--- src/rtl/branch_resolve_ctrl_if.sv ---
// Signal bundle between the EX-stage branch resolver, the fetch unit and the pipeline
// registers: EX resolution inputs, BHT lookup, the redirect handshake and the flush/stall controls.
interface branch_resolve_ctrl_if #(
    parameter int unsigned XLEN = 32'd64
);
    logic            ex_valid;
    logic            ex_is_branch;
    logic            ex_is_jump;
    logic            ex_branch_taken;
    logic            ex_pred_taken;
    logic [XLEN-1:0] ex_pc;
    logic [XLEN-1:0] ex_target;
    logic [XLEN-1:0] if_pc;
    logic            if_pred_taken;
    logic            redir_valid;
    logic            redir_ready;
    logic [XLEN-1:0] redir_pc;
    logic            flush_if_id;
    logic            flush_id_ex;
    logic            stall_ex;

    // Resolver side: originates the redirect request and the pipeline controls.
    modport master (
        input  ex_valid,
        input  ex_is_branch,
        input  ex_is_jump,
        input  ex_branch_taken,
        input  ex_pred_taken,
        input  ex_pc,
        input  ex_target,
        input  if_pc,
        input  redir_ready,
        output if_pred_taken,
        output redir_valid,
        output redir_pc,
        output flush_if_id,
        output flush_id_ex,
        output stall_ex
    );

    // Pipeline / fetch side: supplies EX results and accepts the redirect.
    modport slave (
        output ex_valid,
        output ex_is_branch,
        output ex_is_jump,
        output ex_branch_taken,
        output ex_pred_taken,
        output ex_pc,
        output ex_target,
        output if_pc,
        output redir_ready,
        input  if_pred_taken,
        input  redir_valid,
        input  redir_pc,
        input  flush_if_id,
        input  flush_id_ex,
        input  stall_ex
    );
endinterface

--- src/rtl/branch_resolve_ctrl.sv ---
// EX-stage branch resolution: mispredict detection, fetch redirect handshake, pipeline flush
// and a bimodal 2-bit BHT. Optional perf counters are built when BRANCH_STATS_EN is defined.
module branch_resolve_ctrl #(
    parameter int unsigned BHT_IDX_W = 32'd6,
    parameter int unsigned XLEN      = 32'd64
) (
    input  logic                   clk,
    input  logic                   rst,
    branch_resolve_ctrl_if.master  bus
`ifdef BRANCH_STATS_EN
    ,
    output logic [31:0]            perf_branch_cnt,
    output logic [31:0]            perf_mispred_cnt
`endif
);

    localparam int unsigned BHT_DEPTH = 32'd1 << BHT_IDX_W;
    localparam logic [XLEN-1:0] PC_STEP = {{(XLEN-3){1'b0}}, 3'b100};

    typedef enum logic [0:0] {
        ST_IDLE     = 1'b0,
        ST_REDIRECT = 1'b1
    } state_e;

    state_e                state_r;
    state_e                state_nxt_s;
    logic                  redir_valid_r;
    logic                  redir_valid_nxt_s;
    logic [XLEN-1:0]       redir_pc_r;
    logic [XLEN-1:0]       redir_pc_nxt_s;
    logic                  flush_r;
    logic                  flush_nxt_s;

    logic                  actual_s;
    logic                  resolve_s;
    logic                  mispredict_s;
    logic [XLEN-1:0]       correct_pc_s;

    logic [1:0]            bht_r [BHT_DEPTH];
    logic [BHT_IDX_W-1:0]  lookup_idx_s;
    logic [BHT_IDX_W-1:0]  train_idx_s;
    logic                  train_en_s;
    logic [1:0]            train_val_s;
    logic                  unused_s;

    // Two-bit saturating counter step toward the observed direction.
    function automatic logic [1:0] sat_update(input logic [1:0] cnt, input logic taken);
        logic [1:0] res;
        if (taken) begin
            res = (cnt == 2'b11) ? 2'b11 : cnt + 2'b01;
        end else begin
            res = (cnt == 2'b00) ? 2'b00 : cnt - 2'b01;
        end
        return res;
    endfunction

    assign actual_s     = bus.ex_is_jump | (bus.ex_is_branch & bus.ex_branch_taken);
    assign resolve_s    = bus.ex_valid & (bus.ex_is_branch | bus.ex_is_jump);
    assign mispredict_s = resolve_s & (actual_s != bus.ex_pred_taken);
    assign correct_pc_s = actual_s ? bus.ex_target : (bus.ex_pc + PC_STEP);

    assign lookup_idx_s = bus.if_pc[BHT_IDX_W+1:2];
    assign train_idx_s  = bus.ex_pc[BHT_IDX_W+1:2];
    assign unused_s     = ^{bus.if_pc[XLEN-1:BHT_IDX_W+2], bus.if_pc[1:0]};

    // Prediction read is straight from the table; an update on this edge shows up next cycle.
    assign bus.if_pred_taken = bht_r[lookup_idx_s][1];

    // Training request: only conditional branches, and only while not holding a redirect.
    always_comb begin
        train_en_s  = 1'b0;
        train_val_s = bht_r[train_idx_s];
        if ((state_r == ST_IDLE) && bus.ex_valid && bus.ex_is_branch) begin
            train_en_s  = 1'b1;
            train_val_s = sat_update(bht_r[train_idx_s], bus.ex_branch_taken);
        end else begin
            train_en_s  = 1'b0;
        end
    end

    // BHT storage; every entry starts weakly not-taken.
    always_ff @(posedge clk or posedge rst) begin
        if (rst) begin
            bht_r <= '{default: 2'b01};
        end else if (train_en_s) begin
            bht_r[train_idx_s] <= train_val_s;
        end
    end

    // FSM and registered redirect/flush outputs.
    always_ff @(posedge clk or posedge rst) begin
        if (rst) begin
            state_r       <= ST_IDLE;
            redir_valid_r <= 1'b0;
            redir_pc_r    <= {XLEN{1'b0}};
            flush_r       <= 1'b0;
        end else begin
            state_r       <= state_nxt_s;
            redir_valid_r <= redir_valid_nxt_s;
            redir_pc_r    <= redir_pc_nxt_s;
            flush_r       <= flush_nxt_s;
        end
    end

    // Next-state logic; redir_pc is frozen for the whole REDIRECT episode.
    always_comb begin
        state_nxt_s       = state_r;
        redir_valid_nxt_s = redir_valid_r;
        redir_pc_nxt_s    = redir_pc_r;
        flush_nxt_s       = flush_r;
        case (state_r)
            ST_IDLE: begin
                if (mispredict_s) begin
                    state_nxt_s       = ST_REDIRECT;
                    redir_valid_nxt_s = 1'b1;
                    redir_pc_nxt_s    = correct_pc_s;
                    flush_nxt_s       = 1'b1;
                end else begin
                    state_nxt_s       = ST_IDLE;
                    redir_valid_nxt_s = 1'b0;
                    flush_nxt_s       = 1'b0;
                end
            end
            ST_REDIRECT: begin
                if (redir_valid_r && bus.redir_ready) begin
                    state_nxt_s       = ST_IDLE;
                    redir_valid_nxt_s = 1'b0;
                    flush_nxt_s       = 1'b0;
                end else begin
                    state_nxt_s       = ST_REDIRECT;
                    redir_valid_nxt_s = 1'b1;
                    flush_nxt_s       = 1'b1;
                end
            end
            default: begin
                state_nxt_s       = ST_IDLE;
                redir_valid_nxt_s = 1'b0;
                flush_nxt_s       = 1'b0;
            end
        endcase
    end

    assign bus.redir_valid = redir_valid_r;
    assign bus.redir_pc    = redir_pc_r;
    assign bus.flush_if_id = flush_r;
    assign bus.flush_id_ex = flush_r;
    assign bus.stall_ex    = (state_r == ST_REDIRECT);

`ifdef BRANCH_STATS_EN
    logic [31:0] perf_branch_r;
    logic [31:0] perf_mispred_r;

    // Saturating event counters; events seen while redirecting are not counted.
    always_ff @(posedge clk or posedge rst) begin
        if (rst) begin
            perf_branch_r  <= 32'd0;
            perf_mispred_r <= 32'd0;
        end else begin
            if ((state_r == ST_IDLE) && resolve_s && (perf_branch_r != 32'hFFFF_FFFF)) begin
                perf_branch_r <= perf_branch_r + 32'd1;
            end
            if ((state_r == ST_IDLE) && mispredict_s && (perf_mispred_r != 32'hFFFF_FFFF)) begin
                perf_mispred_r <= perf_mispred_r + 32'd1;
            end
        end
    end

    assign perf_branch_cnt  = perf_branch_r;
    assign perf_mispred_cnt = perf_mispred_r;
`endif

endmodule

--- src/flat_wrapper.sv ---
// flat-port wrapper written by rule: the top's interface ports become plain ports
module branch_resolve_ctrl_flat 
#(
    parameter int unsigned BHT_IDX_W = 32'd6,
    parameter int unsigned XLEN      = 32'd64
)
  (clk, rst, bus_ex_valid, bus_ex_is_branch, bus_ex_is_jump, bus_ex_branch_taken, bus_ex_pred_taken, bus_ex_pc, bus_ex_target, bus_if_pc, bus_redir_ready, bus_if_pred_taken, bus_redir_valid, bus_redir_pc, bus_flush_if_id, bus_flush_id_ex, bus_stall_ex);
  branch_resolve_ctrl_if #(.XLEN(XLEN)) bus_i ();
  input  logic clk;
  input  logic rst;
  input wire logic [$bits(bus_i.ex_valid)-1:0] bus_ex_valid;
  input wire logic [$bits(bus_i.ex_is_branch)-1:0] bus_ex_is_branch;
  input wire logic [$bits(bus_i.ex_is_jump)-1:0] bus_ex_is_jump;
  input wire logic [$bits(bus_i.ex_branch_taken)-1:0] bus_ex_branch_taken;
  input wire logic [$bits(bus_i.ex_pred_taken)-1:0] bus_ex_pred_taken;
  input wire logic [$bits(bus_i.ex_pc)-1:0] bus_ex_pc;
  input wire logic [$bits(bus_i.ex_target)-1:0] bus_ex_target;
  input wire logic [$bits(bus_i.if_pc)-1:0] bus_if_pc;
  input wire logic [$bits(bus_i.redir_ready)-1:0] bus_redir_ready;
  output wire logic [$bits(bus_i.if_pred_taken)-1:0] bus_if_pred_taken;
  output wire logic [$bits(bus_i.redir_valid)-1:0] bus_redir_valid;
  output wire logic [$bits(bus_i.redir_pc)-1:0] bus_redir_pc;
  output wire logic [$bits(bus_i.flush_if_id)-1:0] bus_flush_if_id;
  output wire logic [$bits(bus_i.flush_id_ex)-1:0] bus_flush_id_ex;
  output wire logic [$bits(bus_i.stall_ex)-1:0] bus_stall_ex;
  assign bus_i.ex_valid = bus_ex_valid;
  assign bus_i.ex_is_branch = bus_ex_is_branch;
  assign bus_i.ex_is_jump = bus_ex_is_jump;
  assign bus_i.ex_branch_taken = bus_ex_branch_taken;
  assign bus_i.ex_pred_taken = bus_ex_pred_taken;
  assign bus_i.ex_pc = bus_ex_pc;
  assign bus_i.ex_target = bus_ex_target;
  assign bus_i.if_pc = bus_if_pc;
  assign bus_i.redir_ready = bus_redir_ready;
  assign bus_if_pred_taken = bus_i.if_pred_taken;
  assign bus_redir_valid = bus_i.redir_valid;
  assign bus_redir_pc = bus_i.redir_pc;
  assign bus_flush_if_id = bus_i.flush_if_id;
  assign bus_flush_id_ex = bus_i.flush_id_ex;
  assign bus_stall_ex = bus_i.stall_ex;
  branch_resolve_ctrl #(.BHT_IDX_W(BHT_IDX_W), .XLEN(XLEN)) u_core (.clk(clk), .rst(rst), .bus(bus_i));
endmodule
--- config.mk ---
export PLATFORM = sky130hd
export DESIGN_NAME = branch_resolve_ctrl_flat
export DESIGN_NICKNAME = d
export VERILOG_FILES = /design/src/rtl/branch_resolve_ctrl_if.sv /design/src/rtl/branch_resolve_ctrl.sv /design/src/flat_wrapper.sv
export SDC_FILE = /design/constraint.sdc
export NUM_CORES = 1
export LEC_CHECK = 0
export CAP_MARGIN = 20
export CORE_MARGIN = 4
export CORE_UTILIZATION = 46
export DETAILED_ROUTE_END_ITERATION = 6
export PLACE_DENSITY = 0.76
export SYNTH_ARGS = -nofsm -noshare
export SYNTH_HDL_FRONTEND = slang
export SYNTH_SLANG_ARGS = --single-unit
--- constraint.sdc ---
create_clock -name clk -period 7.05 [get_ports clk]
set_clock_uncertainty 0.2 [all_clocks]
set_input_delay 1.41 -clock clk [delete_from_list [all_inputs] [get_ports clk]]
set_output_delay 1.41 -clock clk [all_outputs]
set_load 0.03 [all_outputs]
; ---- Yosys cells after proc, flatten, opt, wreduce, memory -nomap -nowiden
; Index checks and enable logic that the tools add are counted.
[classes]
add_sub_neg = 3
bitwise = 8
reduce_logical = 6
eq_ne = 2
mux = 18
magnitude_cmp = 3
[op_table]
columns = op, n
row1 = bitwise mux 128 bit, 1
row2 = adder 64 x 3 -> 64 bit (second input constant), 1
row3 = two-way mux 64 bit, 1
row4 = binary-select mux 2 bit (select 6 bit), 2
row5 = two-way mux 2 bit, 9
row6 = greater-or-equal comparator 7 bit (second input constant), 2
row7 = inverter 6 -> 7 bit, 2
row8 = demux 2 bit (select 6 bit), 1
row9 = < comparator 7 x 1 -> 1 bit (second input constant), 1
row10 = logical AND 1 bit, 4
row11 = bitwise AND 1 bit, 3
row12 = two-way mux 1 bit, 3
row13 = adder 2 x 1 -> 2 bit (second input constant), 1
row14 = == test 2 bit (second input constant), 1
row15 = logical NOT 2 bit, 1
row16 = bitwise OR 1 bit, 2
row17 = case mux 1 bit (2 select lines), 1
row18 = AND reduction 2 bit, 1
row19 = subtractor 2 x 1 -> 2 bit (second input constant), 1
row20 = != test 1 bit, 1
row21 = inverter 1 bit, 1
[totals]
register_bits = 193
in_bits = 200
out_inout_bits = 69

; ---- Logic depth before layout (Yosys ltp)
; Gate-level depths: netlist of the first run.
[depth]
word_depth = 9
depth_mapped = 12
mapped_depth_nobuf = 8

; ---- Worst setup path before layout of the first run
; No wires, ideal clock.
[synth_timing]
path_type = in2out
startpoint = input bus_if_pc[2]
endpoint = output bus_if_pred_taken
required_ns = 5.440
path_buffers = 2
cell_stages = 5
setup_slack_ns = 1.513
t_arrival_ns = 3.927
path_cell_list = clkbuf_1 buf_1 mux4_2 mux4_2 mux4_2
[synth_via]
elab_chain_cells = 4
[synth_rtl]
columns = element, line
row1 = "start, declared", flat_wrapper.sv:18  ; input wire logic [$bits(bus_i.if_pc)-1:0] bus_if_pc;
row2 = inverter 6 -> 7 bit (implied by the code), branch_resolve_ctrl.sv:67  ; assign bus.if_pred_taken = bht_r[lookup_idx_s][1];
row3 = binary-select mux 2 bit (select 6 bit), branch_resolve_ctrl.sv:67
row4 = two-way mux 2 bit (implied by the code) (2 in a row), branch_resolve_ctrl.sv:67
row5 = "end, declared", flat_wrapper.sv:20  ; output wire logic [$bits(bus_i.if_pred_taken)-1:0] bus_if_pred_taken;
; No other way between the ends. The select of a mux whose other input is x is not followed.

; ---- Final worst setup path of the first run
[layout_timing]
startpoint = input bus_if_pc[3]
endpoint = output bus_if_pred_taken
; Same word-level chain as after synthesis.

==> results.sh, run 1 <==
export IMPL_syn_instance_count=1265
export IMPL_timing_final_crit_share_pct=87.1
export IMPL_ys_seq_area_share_pct=43.6
export IMPL_hold_class="reg2reg"
export IMPL_synth_top_area_share_pct=28.6
export IMPL_drt_first_pass_iters=7
export IMPL_ant_nets=0
export IMPL_ys_top_cells_by_count="206 x nand2_1, 138 x o21ai_0, 135 x nor2_1, 129 x dfrtp_1, 106 x a21oi_1"
export IMPL_routedWlPerCell_um=21.2
export IMPL_vdd_ir_drop_worst_mv=0.180
export IMPL_yosys_top_cells_area="dfrtp_1 29%, dfstp_2 15%, nand2_1 6.9%"
export IMPL_rsz0062_at_grt="no"
export IMPL_cts_max_path_buffers=2
export IMPL_diodes=0
export IMPL_cts_sinks=193
export IMPL_cp_data_required_time_ns=5.44
export IMPL_vias=10505
export IMPL_dr_wl_met3_um=4290
export IMPL_met2WireLength_um=17800
export IMPL_area_growth_pct=25.2
export IMPL_synth_seq_cells=193
export IMPL_die_y_um=165
export IMPL_cts_resized=0
export IMPL_cp_end_kind="primary output"
export IMPL_layout_nets=1629
export IMPL_rr_startpoint="u_core.bht_r[77]"
export IMPL_regToRegSetupSlack_ns=3.41
export IMPL_crit_cells=5
export IMPL_grt_usage_pct=27.3
export IMPL_synth_top_cell_by_area="dfrtp_1"
export IMPL_place_hpwl_um=26600
export IMPL_max_stage_delay_ns=1.09
export IMPL_clock_fmax_mhz=163
export IMPL_die_area_sq_um=27100
export IMPL_dp_cells=1730
export IMPL_drt_met1_wl_um=14200
export IMPL_row_count=57
export IMPL_failed_checks="design-rule violations"
export IMPL_cts_hold_buffers=0
export IMPL_setup_viol=0
export IMPL_gp_congestion=0.984
export IMPL_relSlewSlack_pct=26.7
export IMPL_cp_cell_sequence="clkdlybuf4s50_1, mux4_2, mux4_2, mux4_2, clkdlybuf4s50_1"
export IMPL_antenna_found_initial=1
export IMPL_start_util_pct=46.6
export IMPL_die_w_um=165
export IMPL_syn_area_per_cell_sq_um=8.91
export IMPL_syn_area_sq_um=11300
export IMPL_port_buffers=210
export IMPL_drc_errors=4
export IMPL_power_leakage_nw=5.42
export IMPL_cap_violations=0
export IMPL_r2r_end="u_core.bht_r[0]"
export IMPL_synth_most_common_cell="nand2_1"
export IMPL_wl_um=37500
export IMPL_top_layer="met5"
export IMPL_vias_per_cell=5.95
export IMPL_h_tree_depth=4
export IMPL_cts_tree="built"
export IMPL_grt_first_pass_wirelength_um=57100
export IMPL_crit_type="in2out"
export IMPL_syn_nets=1466
export IMPL_ioPinCount=269
export IMPL_post_cts_buffers=0
export IMPL_path_buf_inv=2
export IMPL_cp_arrival_ns=4.53
export IMPL_grt_pass1_vias=10186
export IMPL_status="finished, violations left"
export IMPL_finalHoldViolations=0
export IMPL_synth_edff_count=0
export IMPL_async_flop_share_pct=100
export IMPL_ys_types=67
export IMPL_clock_latency_ns=0.46
export IMPL_critPathTopFamily="buffers and inverters"
export IMPL_p_per_area_nw_per_um2=239
export IMPL_crit_end="bus_if_pred_taken"
export IMPL_core_area_sq_um=24200
export IMPL_slowest_stage="clkdlybuf4s50_1"
export IMPL_final_cells=1765
export IMPL_grt_max_degree=148
export IMPL_reg2reg_depth=7
export IMPL_crit_path_frequent_cell="mux4_2"
export IMPL_cts_buffers_inserted=17
export IMPL_startpoint="bus_if_pc[3]"
export IMPL_final_max_slew_viol_count=0
export IMPL_clkSlewWorstSetupHoldPaths_ns=0.07
export IMPL_num_fill_cells=2108
export IMPL_yosysWarnings=0
export IMPL_setup_tns_ns=0
export IMPL_critPathLaunchType="input port"
export IMPL_drt_iter0_markers=1168
export IMPL_cp_max_fo=16
export IMPL_whs_ns=0.274
export IMPL_synth_ff_type="dfrtp_1"
export IMPL_overflow=0
export IMPL_worstMarginPinSlew_ns=1.09
export IMPL_layout_drive_gt1_share_pct=12.6
export IMPL_root_buffer="clkbuf_16"
export IMPL_fin_crit_ns=6.14
## power by group
| part | switching [mW] | internal, mW | total [mW] |
|---|---|---|---|
| sequential | 0.118 | 1.30 | 1.42 |
| clock | 0.474 | 0.494 | 0.968 |
| combinational | 0.568 | 0.416 | 0.984 |
| total | 1.16 | 2.21 | 3.37 |
## flip-flops by register name (all words and copies together), names as in the netlist
| signal | cells |
|---|---|
| u_core.bus.redir_pc | 64 |
| u_core.bht_r | 128 |
| u_core.bus.stall_ex | 1 |
## cell usage in the layout (no fill, tap or decap), types with 4 or more instances in the layout
master,netlist,final
dfrtp_1,129,129
nand4_1,12,12
mux2i_1,21,21
nand2_1,206,206
maj3_1,8,8
and3_1,16,16
nor4_1,6,6
a31oi_1,38,38
o22ai_1,10,10
mux2_2,19,19
a221oi_1,6,6
a21oi_1,106,105
and4_1,9,9
clkdlybuf4s50_1,0,208
nand2b_1,4,4
and2_1,12,12
clkbuf_16,0,17
xor2_1,30,30
mux4_2,24,24
nor3_1,15,14
a22oi_1,18,18
buf_4,7,21
o21ai_0,138,137
xnor2_1,27,27
nor3b_1,4,4
dfstp_2,64,64
nor2b_1,10,10
inv_6,0,4
o31ai_1,9,9
nand3_1,25,25
o221ai_1,5,5
clkinvlp_4,0,4
inv_1,15,14
o211ai_1,4,4
nor2_1,135,135
## how the worst min path moves through the flow
stage / startpoint / end / slack, ns / depth (start not counted)
2_1_floorplan: u_core.bht_r[6] / u_core.bht_r[6] / 0.24 / 2
3_3_place_gp: u_core.bht_r[6] / u_core.bht_r[6] / 0.26 / 2
3_5_place_dp: u_core.bus.redir_pc[31] / u_core.bus.redir_pc[31] / 0.27 / 1
4_1_cts: u_core.bht_r[6] / u_core.bht_r[6] / 0.28 / 2
5_1_grt: u_core.bht_r[38] / u_core.bht_r[38] / 0.29 / 2
6_report: u_core.bht_r[6] / u_core.bht_r[6] / 0.27 / 2
## metal layers
| layer | global-route usage [%] | vias up |
|---|---|---|
| met2 | 44.3 | 590 |
| li1 | - | 4813 |
| met3 | 9.26 | 97 |
| met1 | 34.3 | 5003 |
| met4 | 9.04 | 2 |
| met5 | 0 | - |
## worst min-delay path, stage by stage (launching register included)
cell and delay, ns:
dfstp_2 0.37, inv_1 0.04, mux2i_1 0.06
## logic make-up (layout without fill, tap and decap cells)
family | count (synthesis) | count (layout) | synth area share [%]
adder cells (fa/ha/maj) | 10 | 10 | 0.922
buffers and inverters | 106 | 282 | 4.66
XOR/XNOR | 57 | 57 | 4.43
flip-flops | 193 | 193 | 43.6
AND/OR/NAND/NOR | 477 | 477 | 19.5
AO/OA/AOI/OAI | 357 | 357 | 18.1
multiplexers | 65 | 65 | 8.79
## layout make-up
class | count | area (sq um) | area share, %
Sequential cell | 193 | 4910 | 34.8
Clock buffer | 19 | 433 | 3.07
Tap cell | 324 | 405 | 2.87
Inverter | 16 | 67.6 | 0.479
Multi-Input combinational cell | 966 | 5860 | 41.5
Clock inverter | 13 | 126 | 0.896
Timing Repair Buffer | 234 | 2310 | 16.4
## through the flow
stage	total power, mW	util (%)	area (sq um)	setup WS [ns]
floorplan	1.97	-	11300	0.290
global placement	2.39	55.8	13500	1.02
detailed placement	2.42	55.8	13500	0.969
CTS	3.38	58.1	14100	0.971
global route	3.50	58.3	14100	0.909
finish	3.37	58.3	14100	0.908
No activity file was read; power rests on OpenSTA's default activity.
==> inputs of run 2 (changes only) <==
- RECOVER_POWER: not set -> 50
==> results.sh, run 2 (synthesis gave the netlist of run 1 again) <==
export IMPL_status="finished, violations left"
export IMPL_failed_checks="max-capacitance violations, max-slew violations"
export IMPL_finalHoldViolations=0
export IMPL_r2r_end="u_core.bht_r[110]"
export IMPL_core_area_sq_um=24200
export IMPL_cp_arrival_ns=4.51
export IMPL_seq_power_share_pct=42.4
export IMPL_hp_start="u_core.bht_r[72]"
export IMPL_final_max_slew_viol_count=129
export IMPL_die_area_sq_um=27100
export IMPL_vias=10502
export IMPL_grt_pass1_vias=10186
export IMPL_hold_path_end="u_core.bht_r[72]"
export IMPL_cp_end_kind="primary output"
export IMPL_cap_violations=1
export IMPL_port_buffers=210
export IMPL_timing_final_crit_share_pct=86.8
export IMPL_p_per_area_nw_per_um2=237
export IMPL_swShare_pct=34.5
export IMPL_cts_buffers_inserted=17
export IMPL_final_cell_mix="206 x nand2_1, 165 x clkdlybuf4s50_1, 137 x o21ai_0, 135 x nor2_1, 129 x dfrtp_1"
export IMPL_rsz0062_at_grt="no"
export IMPL_largest_reg_flops=128
export IMPL_gp_congestion=0.984
export IMPL_grt_first_pass_wirelength_um=57100
export IMPL_cts_sinks=193
export IMPL_p_clk_share_pct=28.9
export IMPL_layout_nets=1629
export IMPL_pre_cts_slack_ns=0.969
export IMPL_start_util_pct=46.6
export IMPL_postPlaceCellArea_sq_um=13500
export IMPL_final_common_cell="nand2_1"
export IMPL_power_leakage_nw=5.45
export IMPL_critPathLaunchType="input port"
export IMPL_reg2reg_depth=7
export IMPL_combPwrFrac_pct=28.7
export IMPL_antenna_found_initial=1
export IMPL_area_growth_pct=24.9
export IMPL_cts_hold_buffers=0
export IMPL_wl_um=37500
export IMPL_h_tree_depth=4
export IMPL_setup_slack_ns=0.930
export IMPL_regToRegSetupSlack_ns=3.39
export IMPL_ioPinCount=269
export IMPL_routedWlPerCell_um=21.2
export IMPL_fin_crit_ns=6.12
export IMPL_cts_max_path_buffers=2
export IMPL_die_w_um=165
export IMPL_grt_usage_pct=27.3
export IMPL_place_hpwl_um=26600
export IMPL_whs_ns=0.275
export IMPL_overflow=0
export IMPL_clock_latency_ns=0.45
export IMPL_setup_viol=0
export IMPL_cts_tree="built"
export IMPL_worstMarginPinSlew_ns=3.20
export IMPL_grt_max_degree=148
export IMPL_clock_fmax_mhz=163
export IMPL_final_area_sq_um=14100
export IMPL_multi_input_area_sq_um=5860
export IMPL_largest_register="u_core.bht_r"
export IMPL_cp_max_fo=16
export IMPL_switchingPower_mw=1.15
export IMPL_setup_tns_ns=0
export IMPL_post_cts_buffers=0
export IMPL_drt_iter0_markers=1198
export IMPL_drt_first_pass_iters=6
export IMPL_cp_data_required_time_ns=5.44
export IMPL_internal_power_mw=2.19
export IMPL_crit_type="in2out"
export IMPL_seq_area_sq_um=4910
export IMPL_hold_class="reg2reg"
export IMPL_relSlewSlack_pct=-114
export IMPL_layout_drive_gt1_share_pct=12.6
export IMPL_root_buffer="clkbuf_16"
export IMPL_whs_path_depth=2
export IMPL_clkSlewWorstSetupHoldPaths_ns=0.07
export IMPL_row_count=57
export IMPL_ant_nets=0
export IMPL_num_fill_cells=2110
export IMPL_vdd_ir_drop_worst_mv=0.173
export IMPL_drc_errors=0
export IMPL_cts_resized=0
export IMPL_diodes=0
export IMPL_rr_startpoint="u_core.bht_r[77]"
export IMPL_die_y_um=165
export IMPL_vias_per_cell=5.95
## run 2: cell count changes in the layout (fill, tap and decap cells not counted)
cell             before  now
clkbuf_2              0    1
buf_16                1    0
dlygate4sd3_1         0   43
clkdlybuf4s50_1     208  165
inv_8                 2    1
clkinvlp_2            0    1
## run 2: final cells by class
type,count,share of cell area [%]
Inverter,16,0.436
Clock inverter,13,0.898
Multi-Input combinational cell,966,41.6
Sequential cell,193,34.9
Clock buffer,19,3.08
Timing Repair Buffer,234,16.2
Tap cell,324,2.88
## run 2: stage by stage
step	cells	utilization, %	total power, mW
5_1_grt	1765	58.2	3.48
2_1_floorplan	1265	-	1.97
6_report	1765	58.2	3.34
3_5_place_dp	1730	55.8	2.42
3_3_place_gp	1729	55.8	2.39
4_1_cts	1762	58.1	3.38
## run 2: how the worst max path moves through the flow
stage,start,to,slack (ns),cells past startpoint
finish,bus_if_pc[3],bus_if_pred_taken,0.93,5
global placement,bus_if_pc[3],bus_if_pred_taken,1.02,5
detailed placement,bus_if_pc[3],bus_if_pred_taken,0.97,5
global route,bus_if_pc[3],bus_if_pred_taken,0.91,5
CTS,bus_if_pc[3],bus_if_pred_taken,0.97,5
floorplan,rst,u_core.bht_r[101],0.29,1
## run 2: power groups by stage
stage	Combinational, mW	Sequential [mW]	Clock [mW]
global route	1.02	1.44	1.02
detailed placement	0.980	1.44	0
CTS	0.983	1.42	0.977
global placement	0.965	1.43	0
floorplan	0.371	1.60	0
finish	0.960	1.42	0.965
## run 2: per-layer routing
layer	global-route usage [%]	part of all wire (%)	vias up
met5	0	0.032	-
met4	9.04	3.3	2
met3	9.26	11	87
met2	44.3	48	576
met1	34.3	38	5016
li1	-	-	4821
## run 2: worst max-delay path, cell delays in order
cell and delay [ns]:
clkdlybuf4s50_1 1.08, mux4_2 0.45, mux4_2 0.50, mux4_2 0.46, clkdlybuf4s50_1 0.60
==> inputs of run 3 (changes only) <==
- CORE_ASPECT_RATIO: not set -> 1.1
==> results.sh, run 3 (synthesis gave the netlist of run 1 again) <==
export IMPL_clock_latency_ns=0.44
export IMPL_dp_cells=1714
export IMPL_whs_ns=0.274
export IMPL_cp_arrival_ns=4.47
export IMPL_row_count=59
export IMPL_path_buf_inv=2
export IMPL_post_cts_buffers=0
export IMPL_cts_resized=0
export IMPL_cap_violations=1
export IMPL_failed_checks="max-capacitance violations, max-slew violations"
export IMPL_power_leakage_nw=5.47
export IMPL_place_hpwl_um=27100
export IMPL_die_y_um=172
export IMPL_grt_usage_pct=27.6
export IMPL_layout_nets=1633
export IMPL_core_area_sq_um=23900
export IMPL_ant_nets=0
export IMPL_start_util_pct=47.1
export IMPL_drt_iter0_markers=1018
export IMPL_cts_max_path_buffers=2
export IMPL_cts_hold_buffers=0
export IMPL_die_w_um=157
export IMPL_power_total_mw=3.36
export IMPL_final_common_cell="nand2_1"
export IMPL_postPlaceCellArea_sq_um=13500
export IMPL_clock_fmax_mhz=164
export IMPL_routedWlPerCell_um=21.4
export IMPL_crit_path_frequent_cell="mux4_2"
export IMPL_setup_viol=0
export IMPL_fin_crit_ns=6.08
export IMPL_cts_tree="built"
export IMPL_critPathTopFamily="buffers and inverters"
export IMPL_utilization_pct=58.9
export IMPL_cp_data_required_time_ns=5.44
export IMPL_vias_per_cell=5.99
export IMPL_drt_first_pass_iters=6
export IMPL_status="finished, violations left"
export IMPL_rsz0062_at_grt="no"
export IMPL_finalHoldViolations=0
export IMPL_gp_congestion=0.962
export IMPL_pre_cts_slack_ns=1.03
export IMPL_final_max_slew_viol_count=117
export IMPL_crit_type="in2out"
export IMPL_root_buffer="clkbuf_16"
export IMPL_relSlewSlack_pct=-194
export IMPL_clkSlewWorstSetupHoldPaths_ns=0.08
export IMPL_cp_end_kind="primary output"
export IMPL_cp_cell_sequence="clkdlybuf4s50_1, mux4_2, mux4_2, mux4_2, clkdlybuf4s50_1"
export IMPL_cts_sinks=193
export IMPL_area_growth_pct=25.0
export IMPL_wl_um=37600
export IMPL_critPathLaunchType="input port"
export IMPL_worstMarginPinSlew_ns=4.42
export IMPL_cts_buffers_inserted=17
export IMPL_antenna_found_initial=2
export IMPL_vdd_ir_drop_worst_mv=0.139
export IMPL_final_cell_mix="206 x nand2_1, 174 x clkdlybuf4s50_1, 137 x o21ai_0, 135 x nor2_1, 129 x dfrtp_1"
export IMPL_max_stage_delay_ns=1.03
export IMPL_port_buffers=210
export IMPL_overflow=0
export IMPL_grt_pass1_vias=10381
export IMPL_drc_errors=0
export IMPL_setup_slack_ns=0.969
export IMPL_grt_max_degree=117
export IMPL_largest_register="u_core.bht_r"
export IMPL_setup_tns_ns=0
export IMPL_cp_max_fo=16
export IMPL_timing_final_crit_share_pct=86.3
export IMPL_num_fill_cells=2087
export IMPL_largest_reg_flops=128
export IMPL_die_area_sq_um=27100
export IMPL_grt_first_pass_wirelength_um=57800
export IMPL_hold_class="reg2reg"
export IMPL_final_area_sq_um=14100
export IMPL_slowest_stage="clkdlybuf4s50_1"
export IMPL_layout_drive_gt1_share_pct=12.8
export IMPL_p_per_area_nw_per_um2=238
export IMPL_ioPinCount=269
export IMPL_h_tree_depth=4
export IMPL_final_cells=1751
export IMPL_vias=10480
[run 3: changes by cell type in the layout (fill, tap and decap cells not counted)]
| cell | delta |
|---|---|
| clkdlybuf4s50_1 | +9 |
| dlygate4sd3_1 | -9 |
| buf_4 | +4 |
| clkinvlp_4 | -2 |
| buf_12 | -1 |
| buf_6 | +1 |
| clkbuf_8 | +1 |
| clkinv_4 | +1 |
| clkinvlp_2 | -1 |
| diode_2 | +1 |
| inv_1 | +1 |
| inv_4 | -1 |
| inv_6 | +1 |
[run 3: final cells by class]
cell class,count,area (sq um),area share [%]
diodes,1,2.50,0.0178
clock buffers,20,447,3.17
clock inverters,12,123,0.870
inverters,16,60.1,0.426
multi-input cells,966,5860,41.6
flip-flops and latches,193,4910,34.9
well taps,305,382,2.71
repair buffers,238,2310,16.4
[run 3: where the power goes]
group / total, mW / internal [mW] / switching (mW)
combinational: 0.958 / 0.396 / 0.562
sequential: 1.43 / 1.30 / 0.130
clock: 0.965 / 0.506 / 0.459
[run 3: tightest hold or removal path, delay by kind of cell, from the launching register on]
family,cells,cell delay [ns]
AOI/OAI and AO/OA,1,0.06
DFF,1,0.34
and+or+nand+nor,1,0.05
[run 3: metal layers]
layer  wire length (um)  track usage [%]
met4               1520             11.8
met5                 13                0
met3               4300             9.39
met2              17800             44.5
met1              14000             33.9
[run 3: final timing paths]
check                                              from                      end  slack, ns  cells past startpoint
worst max-delay path                       bus_if_pc[3]        bus_if_pred_taken       0.97                      5
worst min-delay path            u_core.bus.redir_pc[14]  u_core.bus.redir_pc[14]       0.27                      2
worst max register to register      u_core.bus.stall_ex         u_core.bht_r[97]       3.68                      6
worst min register to register  u_core.bus.redir_pc[14]  u_core.bus.redir_pc[14]       0.27                      2
max in group asynchronous                           rst         u_core.bht_r[29]       1.36                      2
min in group asynchronous                           rst   u_core.bus.redir_pc[9]       2.77                      2
